==> src/rtl/vga_timing_gen.sv <==
// vga_timing_gen: parametrised VGA timing generator.
// Produces request coordinates and character-cell coordinates for an upstream
// pixel source, then delays sync/valid/blank by LAT cycles so they line up with
// the colour data that source returns, and registers everything at the pins.
module vga_timing_gen #(
    parameter int   H_SYNC   = 96,
    parameter int   H_BP     = 48,
    parameter int   H_ACTIVE = 640,
    parameter int   H_FP     = 16,
    parameter int   V_SYNC   = 2,
    parameter int   V_BP     = 33,
    parameter int   V_ACTIVE = 480,
    parameter int   V_FP     = 10,
    parameter logic HS_POL   = 1'b0,
    parameter logic VS_POL   = 1'b0,
    parameter int   LAT      = 2,
    parameter int   CELL_W   = 9,
    parameter int   CELL_H   = 16,
    parameter int   AW       = 10
) (
    input  logic          pclk,
    input  logic          reset_n,
    input  logic          blank,
    input  logic [23:0]   vga_data,
    output logic [AW-1:0] h_addr,
    output logic [AW-1:0] v_addr,
    output logic          req_valid,
    output logic [AW-1:0] cell_x,
    output logic [AW-1:0] cell_y,
    output logic [4:0]    cell_px,
    output logic [4:0]    cell_py,
    output logic          frame_start,
    output logic          line_start,
    output logic          hsync,
    output logic          vsync,
    output logic          valid,
    output logic [7:0]    vga_r,
    output logic [7:0]    vga_g,
    output logic [7:0]    vga_b
);

    localparam int H_TOTAL = H_SYNC + H_BP + H_ACTIVE + H_FP;
    localparam int V_TOTAL = V_SYNC + V_BP + V_ACTIVE + V_FP;
    localparam int HCW     = $clog2(H_TOTAL);
    localparam int VCW     = $clog2(V_TOTAL);

    localparam logic [HCW-1:0] H_LAST     = HCW'(H_TOTAL - 1);
    localparam logic [HCW-1:0] H_SYNC_END = HCW'(H_SYNC);
    localparam logic [HCW-1:0] H_ACT_BEG  = HCW'(H_SYNC + H_BP);
    localparam logic [HCW-1:0] H_ACT_LAST = HCW'(H_SYNC + H_BP + H_ACTIVE - 1);
    localparam logic [VCW-1:0] V_LAST     = VCW'(V_TOTAL - 1);
    localparam logic [VCW-1:0] V_SYNC_END = VCW'(V_SYNC);
    localparam logic [VCW-1:0] V_ACT_BEG  = VCW'(V_SYNC + V_BP);
    localparam logic [VCW-1:0] V_ACT_LAST = VCW'(V_SYNC + V_BP + V_ACTIVE - 1);
    localparam logic [4:0]     CW_LAST    = 5'(CELL_W - 1);
    localparam logic [4:0]     CH_LAST    = 5'(CELL_H - 1);

    // Delay-line bit positions; idle value keeps syncs at their inactive level.
    localparam int P_HS    = 5;
    localparam int P_VS    = 4;
    localparam int P_VALID = 3;
    localparam int P_FS    = 2;
    localparam int P_LS    = 1;
    localparam int P_BLANK = 0;
    localparam logic [5:0] PIPE_IDLE = {~HS_POL, ~VS_POL, 4'b0000};

    logic [HCW-1:0] hc_q, hc_d;
    logic [VCW-1:0] vc_q, vc_d;
    logic           h_wrap;
    logic           h_act, v_act;
    logic           hsync_raw, vsync_raw, fs_raw, ls_raw;

    logic [4:0]     cpx_q, cpx_d, cpy_q, cpy_d;
    logic [AW-1:0]  cx_q, cx_d, cy_q, cy_d;

    logic [5:0]     pipe_q [LAT];
    logic [5:0]     pipe_d [LAT];
    logic [5:0]     tail;

    logic           hsync_q, hsync_d, vsync_q, vsync_d, valid_q, valid_d;
    logic           fs_q, fs_d, ls_q, ls_d;
    logic [23:0]    rgb_q, rgb_d;

    // Raster counters: hc wraps each line, vc advances on the hc wrap.
    always_comb begin
        h_wrap = (hc_q == H_LAST);
        hc_d   = h_wrap ? '0 : hc_q + HCW'(1);
        vc_d   = vc_q;
        if (h_wrap) begin
            vc_d = (vc_q == V_LAST) ? '0 : vc_q + VCW'(1);
        end
    end

    // Request-stage decode, straight from the counter registers.
    always_comb begin
        h_act     = (hc_q >= H_ACT_BEG) && (hc_q <= H_ACT_LAST);
        v_act     = (vc_q >= V_ACT_BEG) && (vc_q <= V_ACT_LAST);
        req_valid = h_act && v_act;
        h_addr    = h_act ? AW'(hc_q - H_ACT_BEG) : '0;
        v_addr    = v_act ? AW'(vc_q - V_ACT_BEG) : '0;
        hsync_raw = (hc_q < H_SYNC_END) ? HS_POL : ~HS_POL;
        vsync_raw = (vc_q < V_SYNC_END) ? VS_POL : ~VS_POL;
        fs_raw    = (hc_q == '0) && (vc_q == '0);
        ls_raw    = (hc_q == '0);
        cell_px   = req_valid ? cpx_q : '0;
        cell_x    = req_valid ? cx_q  : '0;
        cell_py   = req_valid ? cpy_q : '0;
        cell_y    = req_valid ? cy_q  : '0;
    end

    // Running cell counters; cleared one cycle ahead so the first active pixel/line reads 0.
    always_comb begin
        cpx_d = cpx_q;
        cx_d  = cx_q;
        cpy_d = cpy_q;
        cy_d  = cy_q;
        if (hc_d == H_ACT_BEG) begin
            cpx_d = '0;
            cx_d  = '0;
        end else if (h_act) begin
            if (cpx_q == CW_LAST) begin
                cpx_d = '0;
                cx_d  = cx_q + AW'(1);
            end else begin
                cpx_d = cpx_q + 5'd1;
            end
        end
        if (h_wrap) begin
            if (vc_d == V_ACT_BEG) begin
                cpy_d = '0;
                cy_d  = '0;
            end else if (v_act) begin
                if (cpy_q == CH_LAST) begin
                    cpy_d = '0;
                    cy_d  = cy_q + AW'(1);
                end else begin
                    cpy_d = cpy_q + 5'd1;
                end
            end
        end
    end

    // Latency-matching delay line; blank travels with the request it applies to.
    always_comb begin
        pipe_d    = pipe_q;
        pipe_d[0] = {hsync_raw, vsync_raw, req_valid, fs_raw, ls_raw, blank};
        for (int i = 1; i < LAT; i++) begin
            pipe_d[i] = pipe_q[i-1];
        end
    end

    // Output stage: colour is taken while the last delay stage is presented.
    always_comb begin
        tail    = pipe_q[LAT-1];
        hsync_d = tail[P_HS];
        vsync_d = tail[P_VS];
        valid_d = tail[P_VALID];
        fs_d    = tail[P_FS];
        ls_d    = tail[P_LS];
        rgb_d   = (tail[P_VALID] && !tail[P_BLANK]) ? vga_data : 24'h0;
    end

    // All state registers; reset drops everything to the idle/inactive levels.
    always_ff @(posedge pclk or negedge reset_n) begin
        if (!reset_n) begin
            hc_q    <= '0;
            vc_q    <= '0;
            cpx_q   <= '0;
            cx_q    <= '0;
            cpy_q   <= '0;
            cy_q    <= '0;
            for (int i = 0; i < LAT; i++) begin
                pipe_q[i] <= PIPE_IDLE;
            end
            hsync_q <= ~HS_POL;
            vsync_q <= ~VS_POL;
            valid_q <= 1'b0;
            fs_q    <= 1'b0;
            ls_q    <= 1'b0;
            rgb_q   <= 24'h0;
        end else begin
            hc_q    <= hc_d;
            vc_q    <= vc_d;
            cpx_q   <= cpx_d;
            cx_q    <= cx_d;
            cpy_q   <= cpy_d;
            cy_q    <= cy_d;
            pipe_q  <= pipe_d;
            hsync_q <= hsync_d;
            vsync_q <= vsync_d;
            valid_q <= valid_d;
            fs_q    <= fs_d;
            ls_q    <= ls_d;
            rgb_q   <= rgb_d;
        end
    end

    assign hsync       = hsync_q;
    assign vsync       = vsync_q;
    assign valid       = valid_q;
    assign frame_start = fs_q;
    assign line_start  = ls_q;
    assign vga_r       = rgb_q[23:16];
    assign vga_g       = rgb_q[15:8];
    assign vga_b       = rgb_q[7:0];

endmodule

==> config.mk <==
export PLATFORM = sky130hd
export DESIGN_NAME = vga_timing_gen
export DESIGN_NICKNAME = d
export VERILOG_FILES = /design/src/rtl/vga_timing_gen.sv
export SDC_FILE = /design/constraint.sdc
export NUM_CORES = 1
export LEC_CHECK = 0
export ABC_AREA = 1
export BUFFER_PORTS_ARGS = -buffer_cell sky130_fd_sc_hd__buf_2
export CAP_MARGIN = 40
export CORE_AREA = 4 4 105 107
export DETAILED_ROUTE_END_ITERATION = 10
export DIE_AREA = 0 0 109 111
export GPL_TIMING_DRIVEN = 0
export MAX_ROUTING_LAYER = met4
export PLACE_DENSITY = 0.85
export SLEW_MARGIN = 20
export SYNTH_ARGS = -nofsm -noshare
export SYNTH_HDL_FRONTEND = slang
export SYNTH_SLANG_ARGS = --single-unit
export TNS_END_PERCENT = 5
==> constraint.sdc <==
create_clock -name pclk -period 4.59 [get_ports pclk]
set_input_delay 0.918 -clock pclk [delete_from_list [all_inputs] [get_ports pclk]]
set_output_delay 0.918 -clock pclk [all_outputs]
set_load 0.005 [all_outputs]
**After elaboration in Yosys (flattened, before gate mapping)**

Index checks and enable logic that the tools add are counted.

- Bits of input ports: 27
- Register bits after elaboration: 91
- Output and inout bits: 80
- Word-level logic and storage cells: 73

- Reduce and logical (&&, ||, !) cells: 15
- Equal/unequal tests: 6
- Add/sub/neg operators: 8
- Mux-type cells: 24
- Order comparisons: 6

Operators by type and width:

| kind | number |
|---|---|
| $mux W10 | 13 |
| $add A10 B1 Y10 const B | 4 |
| $mux W5 | 8 |
| $mux W24 | 1 |
| $eq A10 B10 Y1 const B | 2 |
| $le A10 B10 Y1 const B | 2 |
| $logic_not A10 Y1 | 2 |
| $add A5 B1 Y5 const B | 2 |
| $eq A10 B6 Y1 const B | 1 |
| $eq A10 B8 Y1 const B | 1 |
| $eq A5 B4 Y1 const B | 2 |
| $ge A10 B6 Y1 const B | 1 |
| $ge A10 B8 Y1 const B | 1 |
| $lt A10 B2 Y1 const B | 1 |
| $lt A10 B7 Y1 const B | 1 |
| $sub A10 B6 Y10 const B | 1 |
| $sub A10 B8 Y10 const B | 1 |
| $reduce_bool A2 Y1 | 4 |
| $logic_and A1 B1 Y1 | 5 |
| $reduce_and A2 Y1 | 2 |
| $reduce_and A3 Y1 | 1 |
| $mux W1 | 2 |
| $logic_not A1 Y1 | 1 |

**Logic depth before layout (Yosys ltp)**

- Depth after elaboration: 6
- Depth in mapped cells: 16
- Depth with buffers taken out: 16

**Least setup slack after synthesis**

No wires, ideal clock.

- Kind: register -> output
- Start: reg vc_q[3]
- End: out cell_px[0]
- Data arrival time: 1.770 ns
- Slack: 1.902 ns
- Data required time: 3.672 ns
- Buffers on the path: 2
- Cell stages (with the launch flop): 11
- Cell sequence: dfrtp_1 buf_2 nor2_2 nand2_1 o21ai_0 o2111ai_1 o31ai_1 nor2_1 inv_2 buf_2 nor2_1

- Longest elaborated chain between the ends: 4
- Elaborated cells on any way between the ends: 5
- Those cells by class: order compare (2); mux (1); reduce/logical (2)

RTL lines:

| element | RTL line | RTL |
|---|---|---|
| start: declaration | 68 | `logic [VCW-1:0] vc_q, vc_d;` |
| start signal: assignment | 183 | `vc_q <= vc_d;` |
| $ge A10 B6 Y1 or $le A10 B10 Y1 (tied branches) | 97 | `v_act = (vc_q >= V_ACT_BEG) && (vc_q <= V_ACT_LAST);` |
| $logic_and A1 B1 Y1 (*) | 97 |  |
| $logic_and A1 B1 Y1 (*) | 98 | `req_valid = h_act && v_act;` |
| net req_valid | 27 | `output logic req_valid,` |
| $mux W5 (*) | 105 | `cell_px = req_valid ? cpx_q : '0;` |
| end: declaration | 30 | `output logic [4:0] cell_px,` |

Mark *: on every way through the listed nets, which the timed path passes. The rest lies on a longest branch.

**Worst setup path in the final report**

- Start: reg vc_q[0]
- End: out cell_px[0]

- Longest elaborated chain between the ends: 4
- Elaborated cells on any way between the ends: 5
- Those cells by class: order compare (2); mux (1); reduce/logical (2)

RTL lines:

| element | RTL line |
|---|---|
| $ge A10 B6 Y1 or $le A10 B10 Y1 (tied branches) | 97 |
| $logic_and A1 B1 Y1 (*) | 97 |
| $logic_and A1 B1 Y1 (*) | 98 |
| $mux W5 (*) | 105 |

Mark *: on every way between the ends. The rest lies on a longest branch, timed or not.

==> impl_metrics.py <==
metrics = {
    "outcome": {
        "status": "completed",
    },
    "clock_tree": {
        "insertion_delay_ps": 350,
        "cts.sinks": 91,
        "clockBufferDepth": 2,
        "clock-root-buffer": "clkbuf_8",
        "cts-hold-fix-buffers": 0,
        "tritoncts": "built",
        "htree_levels": 3,
        "cts_resized": 0,
        "postCtsSetupBuffers": 0,
        "clkTransAtPathRegs_ps": 80,
        "cts_buffers": 9,
    },
    "grt": {
        "grt_max_degree": 49,
        "grt_pass1_vias": 4437,
        "grt-ovfl-total": 0,
        "grt_pass1_wl_mm": 20.0,
        "grtUsageTotal_pct": 20.6,
        "antenna_found_initial": 0,
    },
    "setup_path": {
        "required_ps": 3670,
        "crit_arrival_ps": 2690,
        "reg2reg_slack_ps": 2060,
        "crit_path_max_fanout": 10,
        "crit_type": "flop to primary output",
        "startpoint_type": "flop",
        "endpoint_kind": "primary output",
    },
    "timing": {
        "setup_viol": 0,
        "slew_viol_final": 0,
        "max_freq_mhz": 277,
        "report.final.hold_viol_count": 0,
        "fin_setup_tns_ps": 0,
        "rsz0062_at_grt": "false",
        "worstMarginPinSlew_ps": 696,
        "fin_worst_skew_ps": 11.5,
        "holdWs_ps": 351,
        "min_period_over_period_pct": 78.5,
        "final.min_clock_period_ps": 3600,
        "slew_headroom_pct": 53.2,
    },
    "cells_and_area": {
        "layout_common_cells": "137 x nand2_1, 113 x buf_2, 108 x nor2_1",
        "nNetsFinal": 833,
        "antenna_cells": 0,
        "layout_commonest_cell": "nand2_1",
        "areaGrowthSynthToFinish_pct": 18.4,
        "drive_gt1_share_pct": 19.7,
    },
    "synthesis": {
        "synth_fa_ha_area_share_pct": 3.92,
        "synth-compound-area-share_pct": 4.88,
        "synthXorXnorAreaFrac_pct": 4.80,
        "yosysWarningCount": 0,
        "yosysSeqAreaShare_pct": 44.7,
        "synth_cell_types": 35,
        "async_flop_share_pct": 100,
        "synth-main-ff-cell": "dfrtp_1",
        "avgSynthCellArea_um2": 7.60,
        "synth_top_family_by_area": "simple AND/OR/NAND/NOR gates",
        "synthMuxAreaShare_pct": 0,
        "ys_seq_elements": 91,
        "synthCells": 672,
        "syn-cell-area_um2": 5110,
        "synthSimpleGateAreaFrac_pct": 31.6,
        "synth_enable_flop_cells": 0,
        "synth_nets": 715,
    },
    "floorplanning": {
        "start_util_pct": 50.4,
        "core_um2": 10100,
        "dieWidth_um": 109,
        "die_h_um": 111,
        "num_io_pins": 107,
        "rows": 37,
        "die_area_um2": 12100,
    },
    "detailed_routing": {
        "viasPerCell": 5.00,
        "drt_iter0_drc": 292,
        "drt_wl_total_mm": 11.5,
        "firstDrtPassIters": 5,
        "route.vias.total": 4653,
        "antenna_left": 0,
        "wl_per_cell_um": 12.3,
        "drcViolationCount": 0,
    },
    "power_and_ir_drop": {
        "p_per_area_nw_per_um2": 233,
        "ir_drop_uv": 152,
        "p_leak_nw": 3.51,
    },
    "run": {
        "cap_violations": 0,
    },
    "min_path": {
        "hold_class": "flop to flop",
    },
    "placed_design": {
        "io_buffers": 106,
        "dpl.hpwl_mm": 8.71,
        "routabilityCongestion": 0.936,
    },
}
==> worst paths after layout <==
path                           start    endpoint  cells after the start
min in group asynchronous    reset_n     tail[0]                      1
min                        pipe_d[3]     tail[3]                      0
max in group asynchronous    reset_n     tail[5]                      2
min reg2reg                pipe_d[3]     tail[3]                      0
max reg2reg                  hc_q[0]     cx_q[1]                     12
max                          vc_q[0]  cell_px[0]                     10
==> flip-flops by register name, summed over array words and instances (netlist names) <==
register,cells
valid,1
hsync,1
cpy_q,5
cpx_q,5
tail,6
rgb_q,24
line_start,1
pipe_d,6
cy_q,10
frame_start,1
vc_q,10
hc_q,10
cx_q,10
vsync,1
==> critical path: stages (launching register included) <==
cell,delay [ps]
dfrtp_1,530
inv_1,140
ha_1,210
nand3_1,80
nor2_1,50
o31ai_1,600
nor2_1,190
inv_2,100
buf_2,230
nor2_1,80
buf_2,130
==> where the power goes <==
| part | internal [mW] | switching, mW | total [mW] |
|---|---|---|---|
| logic | 0.0119 | 0.0210 | 0.0329 |
| clock network | 0.306 | 0.268 | 0.574 |
| registers | 0.802 | 0.000232 | 0.802 |
==> final cells by class <==
type / count / area, µm²
well taps: 136 / 170
multi-input cells: 449 / 2310
inverters: 109 / 409
repair buffers: 107 / 561
clock buffers: 11 / 131
flip-flops and latches: 91 / 2280
clock inverters: 5 / 78.8
fillers: 931 / 4090
plain buffers: 23 / 104
==> logic make-up (layout without fill, tap and decap cells) <==
logic type,after synthesis,in the layout
fa+ha+maj,16,16
buf+inv,132,255
xor+xnor,28,28
flops,91,91
simple gates,365,365
compound gates,40,40
==> synth_stat cells, drive strengths merged, types with 2 or more instances <==
cell / instances / area, µm²
o211ai: 10 / 75.1
nand4: 30 / 188
nand3b: 2 / 15.0
inv: 109 / 409
nand3: 58 / 300
nor3b: 2 / 15.0
nor2: 114 / 448
ha: 16 / 200
nand2: 141 / 539
buf: 10 / 55.1
nor3: 12 / 71.3
or2: 2 / 12.5
xor2: 27 / 236
nor4: 4 / 25.0
o21ai: 12 / 63.8
dfstp: 6 / 158
dfrtp: 85 / 2130
a21oi: 12 / 60.1
clkbuf: 13 / 48.8
==> through the flow <==
step | setup WS, ps | utilization [%] | std cells | instance area (µm²) | total power, mW
finish | 985 | 59.6 | 931 | 6050 | 1.41
global route | 723 | 59.6 | 931 | 6050 | 1.46
CTS | 930 | 59.6 | 931 | 6050 | 1.43
detailed placement | 1330 | 57.6 | 915 | 5840 | 0.853
global placement | 1340 | 57.3 | 914 | 5810 | 0.849
floorplan | 1900 | - | 672 | 5110 | 0.822
==> routing by layer <==
layer	global-route usage [%]	vias up	part of all wire [%]
met1	27.1	2136	45
met5	-	-	0
met4	6.31	0	1.1
li1	-	2353	-
met3	3.32	11	7.0
met2	32.5	153	47
Power figures use the tool's default switching activity.
